`src/rtl/fetch_stage.sv`:
```
// Instruction fetch stage: PC register, next-PC select and a request/ack handshake to instruction memory.
// Optional macro ALIGN_CHECK_EN adds misalign_err and a HALT state on misaligned redirects.
module fetch_stage #(
  parameter int DATA_W = 32
) (
  input  logic              clk,
  input  logic              rst,
  input  logic              PCWrite,
  input  logic [2:0]        pcSrc,
  input  logic [DATA_W-1:0] branch_target,
  input  logic [DATA_W-1:0] jump_jpc,
  input  logic [DATA_W-1:0] reg_target,
  input  logic [DATA_W-1:0] stack_target,
  output logic              imem_req,
  output logic [DATA_W-1:0] imem_addr,
  input  logic              imem_ack,
  input  logic [DATA_W-1:0] imem_rdata,
  output logic [DATA_W-1:0] instruction,
  output logic              instr_valid,
  output logic [DATA_W-1:0] pc,
  output logic [DATA_W-1:0] pc_plus4
`ifdef ALIGN_CHECK_EN
  ,
  output logic              misalign_err
`endif
);

  typedef enum logic [1:0] {
    S_IDLE,
    S_FETCH,
    S_VALID
`ifdef ALIGN_CHECK_EN
    ,
    S_HALT
`endif
  } state_t;

  localparam logic [DATA_W-1:0] JUMP_HI_MASK = {4'hF, {(DATA_W-4){1'b0}}};
  localparam logic [DATA_W-1:0] WORD_MASK    = {{(DATA_W-2){1'b1}}, 2'b00};

  state_t            state, state_nxt;
  logic [DATA_W-1:0] next_pc;
  logic [DATA_W-1:0] pc_load;
  logic              load_instr;
  logic              load_pc;
`ifdef ALIGN_CHECK_EN
  logic              set_err;
`endif

  assign pc_plus4  = pc + {{(DATA_W-3){1'b0}}, 3'd4};
  assign imem_addr = pc;

  always_comb begin
    next_pc = pc_plus4;
    case (pcSrc)
      3'b001:  next_pc = branch_target;
      3'b010:  next_pc = (pc_plus4 & JUMP_HI_MASK) | (jump_jpc & ~JUMP_HI_MASK);
      3'b011:  next_pc = reg_target;
      3'b100:  next_pc = stack_target;
      default: next_pc = pc_plus4;
    endcase
  end

`ifdef ALIGN_CHECK_EN
  // Misaligned targets are loaded as-is so the faulting address stays visible in pc.
  assign pc_load = next_pc;
`else
  assign pc_load = next_pc & WORD_MASK;
`endif

  always_ff @(posedge clk or negedge rst) begin
    if (!rst) state <= S_IDLE;
    else      state <= state_nxt;
  end

  always_comb begin
    state_nxt  = state;
    imem_req   = 1'b0;
    load_instr = 1'b0;
    load_pc    = 1'b0;
`ifdef ALIGN_CHECK_EN
    set_err    = 1'b0;
`endif
    case (state)
      S_IDLE: state_nxt = S_FETCH;
      S_FETCH: begin
        imem_req = 1'b1;
        if (imem_ack) begin
          load_instr = 1'b1;
          state_nxt  = S_VALID;
        end
      end
      S_VALID: begin
        if (PCWrite) begin
          load_pc   = 1'b1;
          state_nxt = S_FETCH;
`ifdef ALIGN_CHECK_EN
          if (next_pc[1:0] != 2'b00) begin
            set_err   = 1'b1;
            state_nxt = S_HALT;
          end
`endif
        end
      end
`ifdef ALIGN_CHECK_EN
      S_HALT: state_nxt = S_HALT;
`endif
      default: state_nxt = S_IDLE;
    endcase
  end

  always_ff @(posedge clk or negedge rst) begin
    if (!rst) begin
      pc          <= '0;
      instruction <= '0;
      instr_valid <= 1'b0;
    end else begin
      if (load_instr) begin
        instruction <= imem_rdata;
        instr_valid <= 1'b1;
      end
      if (load_pc) begin
        pc          <= pc_load;
        instr_valid <= 1'b0;
      end
    end
  end

`ifdef ALIGN_CHECK_EN
  always_ff @(posedge clk or negedge rst) begin
    if (!rst)         misalign_err <= 1'b0;
    else if (set_err) misalign_err <= 1'b1;
  end
`endif

endmodule

```
`config.mk`:
```
export PLATFORM = sky130hd
export DESIGN_NAME = fetch_stage
export DESIGN_NICKNAME = d
export VERILOG_FILES = /design/src/rtl/fetch_stage.sv
export SDC_FILE = /design/constraint.sdc
export NUM_CORES = 1
export LEC_CHECK = 0
export CAP_MARGIN = 20
export CORE_AREA = 2 2 114 116
export DETAILED_ROUTE_END_ITERATION = 12
export DIE_AREA = 0 0 116 118
export PLACE_DENSITY = 0.86
export SYNTH_ARGS = -nofsm -noshare
export SYNTH_HDL_FRONTEND = slang
export SYNTH_SLANG_ARGS = --single-unit
```
`constraint.sdc`:
```
create_clock -name clk -period 3.5 [get_ports clk]
set_input_delay 0.35 -clock clk [delete_from_list [all_inputs] [get_ports clk]]
set_output_delay 0.35 -clock clk [all_outputs]
set_load 0.005 [all_outputs]
```
==> results.md, run 1 <==
* Outcome: finished, final reports clean
* Unique masters post-synth at 56
* Worst-path clk slew at 60 ps
* Cell taking the most area after synthesis: dfrtp_1
* CP cell instances: nand4_4 -> nor4_4 -> buf_4 -> and2_0 -> nand2_1 -> xnor2_1 -> clkdlybuf4s50_1
* Nets@finish at 902
* EDFF count, synth at 0
* Core area at 0.0124 mm^2
* Crit start category: flop
* Post-Layout Cell Count at ~900
* Hold crit path type: primary input to async pin
* Top Family by Delay on Critical Path: simple AND/OR/NAND/NOR gates
* GR Overflow Total at 0
* Register share of total power at 30.1%
* Die area at around 0.014 mm^2
* Hold slack at 111 ps
* Cell Int Power at roughly 3.5 mW
* Maximum clock insertion buffer count at 2
* Max stage delay on crit path at 580 ps
* Post-CTS sizing at 0
* Register area share after synthesis at 35.5%
* First-pass detailed-route iteration total at 5
* Max-slew violations at 0
* Unrepaired setup endpoints after global routing: no
* TritonCTS buffer count at 9
* Final Hold Viols at 0
* Synth Instances at ~500
* Syn avg cell area at 9.32 um^2
* # fillers at roughly 1100
* Slowest-stage cell, CP: dfrtp_1
* Dominant synthesized flop cell: dfrtp_1
* Switch share at 32.5%
* CP endpoint kind: primary output
* CP max FO at 11
* CP arrival at between 2000 and 3000 ps
* Sink Count at 65
* Post-layout power at 5.23 mW
* Vias per inst at 5.37
* Ratio of cells with drive above 1 in the final layout at between 10 and 15%
* Worst-Margin Slew at 802 ps
* Worst-Skew Late Latency at 320 ps
* Total negative slack at 0 ps
* Vias in the first global route at around 5200
* Row Count at 41
* Post-Route WL at 18600 um
* Detail Placement HPWL at approximately 14000 um
* Yosys top cell area share at 35.5%
* PortBufs at 278
* Slew headroom at a little under half
* Yosys reg bits at 65
* Yosys warnings at 0
* Drt drc at 0
* First-pass GRT wire length at about 29000 um
* Final Cycle Share at approximately 90%
* Wire per inst at 20.4 um
* Place WS at 658 ps
* Max cap viols at 0
* Starting DRT DRC Count at 310
* Combinational power share at 49.7%
* Finish-stage setup viols at 0
* Clock power share at about 20%
* Hold Buf Count CTS at 0
* Maximum vdd drop at 0.527 mV
* Critical setup path kind: flop to primary output
* Required @ worst endpoint at 3150 ps
* Num ports at between 200 and 300
* Setup slack, reg-to-reg at between 1000 and 1500 ps
* Area contributors post-synth: dfrtp_1 35%, mux2_2 9.1%, buf_4 6.1%
* H-tree levels at 3
* Die W at 116 um
* Initial antenna violation count at 1
* Fmax at approximately 310 MHz
* Die H at ~120 um
* Inst Count DP at slightly below 900
* Global placement routability congestion at 0.856
* Synth-to-Final Area Change at 67.8%
* Largest net degree at the start of global routing at 41
* Cell Area, Synth at 0.00459 mm^2
* CTS root buf: clkbuf_16
* Initial core utilization at 36.9%
* Post-CTS setup buffers at 0
* Total GRT Usage at 27.2%
* Leak at approximately 3 nW
* Via count at roughly 5000
* PD cells at 679 mW/mm^2
* Sw power at 1.70 mW
* Most frequent cell after synthesis: dfrtp_1
* Async S/R FF share, synth at 100%
* Final worst setup slack at between 200 and 300 ps
* Post-synth top cells: 65 x dfrtp_1, 39 x o21ai_0, 37 x buf_4, 37 x mux2_2, 30 x nand2_1
* Worst Skew at approximately 4.4 ps
* CP bufs+invs at 2
* ANT nets after route at 0
* CTS tree: built
* Tmin final at approximately 3200 ps
through the flow:
stage | area (um^2) | util, %
after floorplan | 4610 | -
after global placement | 7340 | 59.1
after detailed placement | 7340 | 59.1
after CTS | 7690 | 62.0
after global routing | 7700 | 62.0
final | 7700 | 62.0
final timing paths:
kind                                 start  depth (start not counted)         endpoint
min in group clk           instruction[13]                          1  instruction[13]
setup / recovery             imem_addr[10]                          7     pc_plus4[29]
max in group asynchronous              rst                          2  instruction[28]
setup reg to reg             imem_addr[10]                          6    imem_addr[25]
hold reg to reg            instruction[13]                          1  instruction[13]
hold / removal                         rst                          1   instruction[1]
state kept, by name, summed over array words and instances (netlist names):
register	cells
instruction	32
imem_addr	30
state	2
instr_valid	1
logic make-up after synthesis:
kind of cell	after synthesis	share of synthesized area, %
adders and majority gates	1	0.273
DFF	65	35.5
and+or+nand+nor	113	13.8
xor gates and xnor gates	30	5.89
buffers and inverters	79	9.71
other	1	0.0818
AOI/OAI and AO/OA	145	20.6
muxes	58	14.2
layout by cell type (no fill, tap or decap), types with 5 or more instances in the layout:
| cell | n |
|---|---|
| nand3_1 | 10 |
| o21ai_0 | 39 |
| clkbuf_16 | 9 |
| nor2_1 | 21 |
| o22ai_1 | 23 |
| dfrtp_1 | 65 |
| nor3_1 | 7 |
| and3_1 | 5 |
| nand4_1 | 6 |
| a31oi_1 | 6 |
| conb_1 | 6 |
| clkdlybuf4s50_1 | 276 |
| nand2_1 | 30 |
| inv_1 | 10 |
| a22oi_1 | 23 |
| o2bb2ai_1 | 9 |
| mux2_2 | 37 |
| xnor2_1 | 16 |
| mux2i_1 | 19 |
| nand2b_1 | 5 |
| xor2_1 | 12 |
| buf_4 | 16 |
| a21oi_1 | 20 |
| o22a_1 | 9 |
power by group through the flow:
| stage | clock network, mW | registers (mW) | logic (mW) |
|---|---|---|---|
| floorplan | 0 | 1.48 | 1.08 |
| global placement | 0 | 1.54 | 2.55 |
| detailed placement | 0 | 1.58 | 2.60 |
| CTS | 1.07 | 1.57 | 2.62 |
| global route | 1.11 | 1.64 | 2.77 |
| finish | 1.05 | 1.58 | 2.60 |
routing by layer:
layer / track usage (%) / wire [um] / part of all wire, %
met3: 4.94 / 1130 / 6.1
met1: 32.9 / 7210 / 39
met5: 0 / 0 / 0
met4: 8.63 / 510 / 2.7
met2: 48.0 / 9760 / 52
layout make-up:
cell class	count	area, um^2	share of cell area [%]
Inverter	10	37.5	0.488
Timing Repair Buffer	295	2910	37.8
Multi-Input combinational cell	353	2550	33.1
Tap cell	172	215	2.80
Antenna cell	1	2.50	0.0325
Clock inverter	6	115	1.50
Sequential cell	65	1630	21.1
Clock buffer	10	239	3.10
Note: power is estimated with default switching activity, not from simulation.
==> run 2: changes to the inputs <==
Settings changed: HOLD_SLACK_MARGIN set to 0.05.
==> results of run 2 <==
Final layout, timing and power as in run 1 (identical DEF).
